===== src/rtl/mcpu_mem_arbiter.sv =====
// Round-robin arbiter sharing the MCPU RAM data port between fetch, load/store
// and the loader/debug port; one RAM pulse then a one-cycle ack per access.
module mcpu_mem_arbiter #(
    parameter int WORD_SIZE  = 16,
    parameter int ADDR_WIDTH = 8,
    parameter int NREQ       = 3
) (
    input  logic                      clk,
    input  logic                      reset,
    input  logic [NREQ-1:0]           req,
    input  logic [NREQ-1:0]           we,
    input  logic [NREQ-1:0]           lock,
    input  logic [NREQ*ADDR_WIDTH-1:0] addr,
    input  logic [NREQ*WORD_SIZE-1:0] wdata,
    output logic [NREQ-1:0]           ack,
    output logic [WORD_SIZE-1:0]      rdata,
    output logic [1:0]                owner,
    output logic                      busy,
    output logic                      ram_we,
    output logic                      ram_re,
    output logic [ADDR_WIDTH-1:0]     ram_addr,
    output logic [WORD_SIZE-1:0]      ram_wdata,
    input  logic [WORD_SIZE-1:0]      ram_rdata
);

    typedef enum logic [1:0] {
        S_IDLE  = 2'd0,
        S_GRANT = 2'd1,
        S_RESP  = 2'd2
    } state_t;

    state_t                  state_q, state_d;
    logic [1:0]              owner_q, owner_d;
    logic                    locked_q, locked_d;
    logic                    we_q, we_d;
    logic [ADDR_WIDTH-1:0]   addr_q, addr_d;
    logic [WORD_SIZE-1:0]    wdata_q, wdata_d;
    logic [WORD_SIZE-1:0]    rdata_q, rdata_d;

    logic [ADDR_WIDTH-1:0]   addr_a  [NREQ];
    logic [WORD_SIZE-1:0]    wdata_a [NREQ];

    for (genvar gi = 0; gi < NREQ; gi++) begin : g_unpack
        assign addr_a[gi]  = addr[gi*ADDR_WIDTH +: ADDR_WIDTH];
        assign wdata_a[gi] = wdata[gi*WORD_SIZE +: WORD_SIZE];
    end

    // (base + k) mod 3 for base in 0..2 and k in 1..3.
    function automatic logic [1:0] rr_idx(input logic [1:0] base, input logic [1:0] k);
        logic [2:0] s;
        s = {1'b0, base} + {1'b0, k};
        if (s >= 3'd3) s = s - 3'd3;
        return s[1:0];
    endfunction

    logic [1:0] cand1, cand2, cand3;
    logic       grant;
    logic [1:0] winner;

    always_comb begin
        state_d  = state_q;
        owner_d  = owner_q;
        locked_d = locked_q;
        we_d     = we_q;
        addr_d   = addr_q;
        wdata_d  = wdata_q;
        rdata_d  = rdata_q;
        grant    = 1'b0;
        winner   = owner_q;
        cand1    = rr_idx(owner_q, 2'd1);
        cand2    = rr_idx(owner_q, 2'd2);
        cand3    = rr_idx(owner_q, 2'd3);

        case (state_q)
            S_IDLE: begin
                if (locked_q && req[owner_q]) begin
                    grant  = 1'b1;
                    winner = owner_q;
                end else begin
                    // A stale lock is released here so normal arbitration runs this cycle.
                    locked_d = 1'b0;
                    if (req[cand1]) begin
                        grant  = 1'b1;
                        winner = cand1;
                    end else if (req[cand2]) begin
                        grant  = 1'b1;
                        winner = cand2;
                    end else if (req[cand3]) begin
                        grant  = 1'b1;
                        winner = cand3;
                    end
                end
                if (grant) begin
                    we_d    = we[winner];
                    addr_d  = addr_a[winner];
                    wdata_d = wdata_a[winner];
                    owner_d = winner;
                    state_d = S_GRANT;
                end
            end
            S_GRANT: begin
                if (!we_q) rdata_d = ram_rdata;
                state_d = S_RESP;
            end
            S_RESP: begin
                locked_d = lock[owner_q];
                state_d  = S_IDLE;
            end
            default: state_d = S_IDLE;
        endcase
    end

    always_ff @(posedge clk or negedge reset) begin
        if (!reset) begin
            state_q  <= S_IDLE;
            owner_q  <= 2'd2;
            locked_q <= 1'b0;
            we_q     <= 1'b0;
            addr_q   <= '0;
            wdata_q  <= '0;
            rdata_q  <= '0;
        end else begin
            state_q  <= state_d;
            owner_q  <= owner_d;
            locked_q <= locked_d;
            we_q     <= we_d;
            addr_q   <= addr_d;
            wdata_q  <= wdata_d;
            rdata_q  <= rdata_d;
        end
    end

    // RAM pins are decoded from state so an asynchronous reset kills a pulse at once.
    assign ram_we    = (state_q == S_GRANT) &&  we_q;
    assign ram_re    = (state_q == S_GRANT) && !we_q;
    assign ram_addr  = (state_q == S_GRANT) ? addr_q : '0;
    assign ram_wdata = ((state_q == S_GRANT) && we_q) ? wdata_q : '0;
    assign ack       = (state_q == S_RESP) ? (NREQ'(1) << owner_q) : '0;
    assign rdata     = rdata_q;
    assign owner     = owner_q;
    assign busy      = (state_q != S_IDLE);

endmodule


===== config.mk =====
export PLATFORM = sky130hd
export DESIGN_NAME = mcpu_mem_arbiter
export DESIGN_NICKNAME = d
export VERILOG_FILES = /design/src/rtl/mcpu_mem_arbiter.sv
export SDC_FILE = /design/constraint.sdc
export NUM_CORES = 1
export LEC_CHECK = 0
export ABC_AREA = 1
export CAP_MARGIN = 20
export CORE_ASPECT_RATIO = 0.9
export CORE_MARGIN = 8
export CORE_UTILIZATION = 41
export DETAILED_ROUTE_END_ITERATION = 10
export PLACE_DENSITY = 0.81
export REMOVE_ABC_BUFFERS = 1
export SLEW_MARGIN = 20
export SYNTH_ARGS = -nofsm -noshare
export SYNTH_HDL_FRONTEND = slang
export SYNTH_SLANG_ARGS = --single-unit

===== constraint.sdc =====
create_clock -name clk -period 2.3 [get_ports clk]
set_input_delay 0.575 -clock clk [delete_from_list [all_inputs] [get_ports clk]]
set_output_delay 0.575 -clock clk [all_outputs]
set_load 0.02 [all_outputs]

==> Word level (Yosys, flattened, before mapping) <==
Cells that the tools add are included.
{ "totals": {"ff_bits": 46, "in_bits": 99, "output_inout_bits": 48, "elab_cells": 77} }
{ "op_classes": {"add_sub_neg": 6, "magnitude_cmp": 9, "n_eq_ne": 4, "shift": 1, "muxes": 38, "bitwise_logic": 2, "n_reduce_logical": 10} }
{ "ops": {"columns": ["op", "n"], "rows": [
  ["16-bit two-way mux", 3],
  ["16-bit binary-select mux with 2-bit select", 1],
  ["8-bit two-way mux", 3],
  ["2-bit two-way mux", 9],
  ["8-bit binary-select mux with 2-bit select", 1],
  ["2-bit by 3-bit less-than comparator with 1-bit output, second input constant", 5],
  ["1-bit binary-select mux with 2-bit select", 6],
  ["1-bit two-way mux", 12],
  ["3-bit by 2-bit greater-or-equal comparator with 1-bit output, second input constant", 3],
  ["2-bit by 2-bit adder with 3-bit output, second input constant", 2],
  ["2-bit AND reduction", 3],
  ["2-bit subtractor, second input constant", 3],
  ["2-bit != test, second input constant", 2],
  ["2-bit one-hot mux with 2 select lines", 1],
  ["2-bit nonzero test", 2],
  ["2-bit by 1-bit adder with 3-bit output, second input constant", 1],
  ["3-bit greater-or-equal comparator, second input constant", 1],
  ["1-bit logical AND", 3],
  ["3-bit two-way mux", 1],
  ["2-bit NOT with 3-bit output", 1],
  ["1-bit by 2-bit << shifter with 3-bit output, first input constant", 1],
  ["2-bit by 1-bit equality test with 1-bit output, second input constant", 1],
  ["2-bit equality test, second input constant", 1],
  ["2-bit zero test", 1],
  ["other kinds (3)", 3]
]} }

==> Longest topological paths before layout <==
{ "depth": {"ltp_word": 14, "depth_mapped": 16} }

==> Worst setup path after synthesis <==
OpenSTA, ideal clock, no wires.
{ "synth_path": {"kind": "register -> output", "start": "register state_q[0]", "end": "output port ram_wdata[10]", "arrival_time_ns": 1.646, "required_ns": 1.725, "path_slack_ns": 0.079, "path_stages_with_launch": 8, "path_buffers": 1, "path_cell_list": "dfrtp_1 > inv_2 > nor2_1 > inv_2 > nor2_1 > inv_1 > clkbuf_1 > nor2_1"} }
{ "synth_via": {"elab_chain_len": 3} }
{ "synth_lines": {"columns": ["item", "line", "text"], "rows": [
  ["from (decl)", "32", "state_t state_q, state_d;"],
  ["from (signal assigned)", "123", "state_q <= state_d;"],
  ["2-bit by 1-bit equality test with 1-bit output", null, null],
  ["1-bit logical AND", null, null],
  ["named net ram_we", "19", "output logic ram_we,"],
  ["16-bit two-way mux", "137", "assign ram_wdata = ((state_q == S_GRANT) && we_q) ? wdata_q : '0;"],
  ["to (decl)", "22", "output logic [WORD_SIZE-1:0] ram_wdata,"]
]} }
The timed path passes the listed nets, and every way through them passes these cells.

==> Worst setup path after layout <==
{ "layout_path": {"start": "register owner_q[0], in the netlist owner[0]", "end": "output port ack[2]"} }
{ "layout_via": {"elab_chain_len": 2} }
{ "layout_lines": {"columns": ["item", "line", "text"], "rows": [
  ["from (decl)", "33", "logic [1:0] owner_q, owner_d;"],
  ["from (signal assigned)", "124", "owner_q <= owner_d;"],
  ["1-bit by 2-bit << shifter with 3-bit output", "138", "assign ack = (state_q == S_RESP) ? (NREQ'(1) << owner_q) : '0;"],
  ["3-bit two-way mux", "138", null],
  ["to (decl)", "15", "output logic [NREQ-1:0] ack,"]
]} }
Every way passes these cells.

==> results_dict.tcl <==
set metrics [dict create \
    place_area_mm2 0.00458 \
    grt_max_degree 47 \
    hold_viol 0 \
    synth_top_cell_area_share 0.378 \
    hpwl_um 7760 \
    max_slew_margin 0.782 \
    worst_slew_pin_slew_ns 0.326 \
    cts_root_buffer "clkbuf_8" \
    ios 147 \
    final_common_cell "nand2_1" \
    clock_latency_ns 0.29 \
    p_leak_nw 2.40 \
    worstSetupEndpointType "primary output" \
    start_util 0.423 \
    die_area_mm2 0.0103 \
    ctsHoldBuffers 0 \
    grtUsageTotal 0.189 \
    skew_ns 0.00239 \
    grt_pass1_wl_um 16400 \
    cts_tree "done" \
    critical_path_class "reg -> out" \
    maxCapViolations 0 \
    cp.required_ns 1.73 \
    vdd_ir_drop_max_mv 1.04 \
    area_delta_synth_final_pct 59.1 \
    portBuffers 146 \
    core_area_mm2 0.00704 \
    die_width_um 106 \
    ant_nets 0 \
    worst_slack_ns 0.0968 \
    drc 0 \
    grt_overflow_total 0 \
    syn_avg_cell_area_um2 6.60 \
    fin_nets 702 \
    clock.fmax_mhz 454 \
    status "completed" \
    antenna_found_initial 0 \
    rows 29 \
    antenna_cells 0 \
    tns_ns 0 \
    netlist_instances 451 \
    grt_pass1_vias 3443 \
    cp_max_fo 9 \
    path_clk_slew_ns 0.08 \
    arrival_ns 1.63 \
    drtIter0Drc 159 \
    cts_inserted_buffers 5 \
    post-route-cell-area_mm2 0.00474 \
    synthTopCellsByArea "dfrtp_1 (38%), nand2_1 (22%), nand3_1 (14%)" \
    fin_crit_sh 0.958 \
    yosys.area.top_type "dfrtp_1" \
    dp_slack_ns -0.131 \
    min_period_ns 2.20 \
    vias_per_cell 4.96 \
    startpoint_type "flop" \
    yosysSeqAreaShare 0.387 \
    setup_viol 0 \
    slew_viol_final 0 \
    gp_congestion 0.855 \
    p_per_area_mw_per_mm2 1840 \
    wl_per_cell_um 14.9 \
    hold_class "in -> async" \
    ys_warn_count 0 \
    cts_buffer_depth 2 \
    final_cell_mix "nand2_1 (172), clkdlybuf4s50_1 (116), nand3_1 (83)" \
    netlist_area_mm2 0.00298 \
    vias 3441 \
    cts.sinks 46 \
    fillers 593 \
    h-tree-depth 2 \
    yosys_register_bits 46 \
    ys_types 20 \
    routed_wl_um 10300 \
    drt-pass1-iter-count 4 \
    layout-drive-gt1-share 0.118 \
    die_h_um 96.9 \
]
layer usage:
layer  wire, µm  share of wire  vias to the layer above  global-route usage
li1           -              -                     1711                   -
met1       4190           0.41                     1559               0.221
met2       5070           0.49                      151               0.321
met3        834          0.081                       20              0.0584
met4        225          0.022                        0              0.0616
met5          0              0                        -                   0
sequential cells by signal, summed over array words and instances (netlist names):
name      flops
state_q       2
rdata        16
owner         2
addr_q        8
locked_q      1
wdata_q      16
we_q          1
synth_stat cells:
cell type  count
buf_6          8
nand2_1      174
nand2_2        5
buf_2          7
clkbuf_1       3
buf_4          7
a21oi_1       25
nand4_1        1
dfrtp_1       45
ha_1           3
o21ai_0        1
inv_1         38
inv_2          6
dfstp_2        1
nand3_2        3
nor2_1        37
nand3_1       84
nand2_4        1
nor2_2         1
a31oi_1        1
through the flow:
step / hold slack (ns) / utilization / total power [mW] / cells
floorplan: 0.279 / - / 5.03 / 426
global route: 0.169 / 0.673 / 9.56 / 694
CTS: 0.161 / 0.667 / 8.24 / 691
global placement: 0.453 / 0.651 / 7.52 / 683
finish: 0.160 / 0.673 / 8.71 / 694
detailed placement: 0.463 / 0.651 / 7.68 / 683
timing repair:
item	4_1_cts	5_1_grt
pin swaps	0	4
setup buffers	0	1
endpoints found under the hold margin	0	0
gates resized for setup	58	21
gates cloned	0	2
endpoints found under the setup margin	34	42
cell type report:
class                      instances  area (µm²)  area share
timing repair buffer             167        1670       0.353
multi-input combinational        336        1520       0.320
sequential                        46        1150       0.243
inverter                          44         168      0.0354
tap                               93         116      0.0246
clock buffer                       6        72.6      0.0153
clock inverter                     2        37.5     0.00792
report_power, final:
group	internal (mW)	switching, mW
combinational	2.77	3.88
sequential	1.26	0.215
clock	0.324	0.266
total	4.35	4.36
logic make-up (layout without fill, tap and decap cells):
logic type | after synthesis | after routing | synth area share
simple gates | 306 | 306 | 0.436
buf+inv | 69 | 219 | 0.119
fa+ha+maj | 3 | 3 | 0.0126
flops | 46 | 46 | 0.387
compound gates | 27 | 27 | 0.0458
worst max-delay path, cell delays in order, from the launching register on:
cell and delay [ns]:
dfrtp_1 0.39, inv_2 0.17, ha_1 0.25, inv_1 0.09, nor2_1 0.10, dlygate4sd2_1 0.33
final timing paths:
check                              endpoint  slack [ns]  startpoint  depth (start not counted)
worst max-delay path                 ack[2]         0.1    owner[0]                          5
worst min-delay path            wdata_q[12]        0.16       reset                          1
worst max register to register         we_q        0.14    owner[1]                         13
worst min register to register    rdata[12]        0.48   rdata[12]                          2
max in group asynchronous        wdata_q[9]        1.61       reset                          2
min in group clk                  rdata[12]        0.48   rdata[12]                          2
No activity file was read; power rests on OpenSTA's default activity.
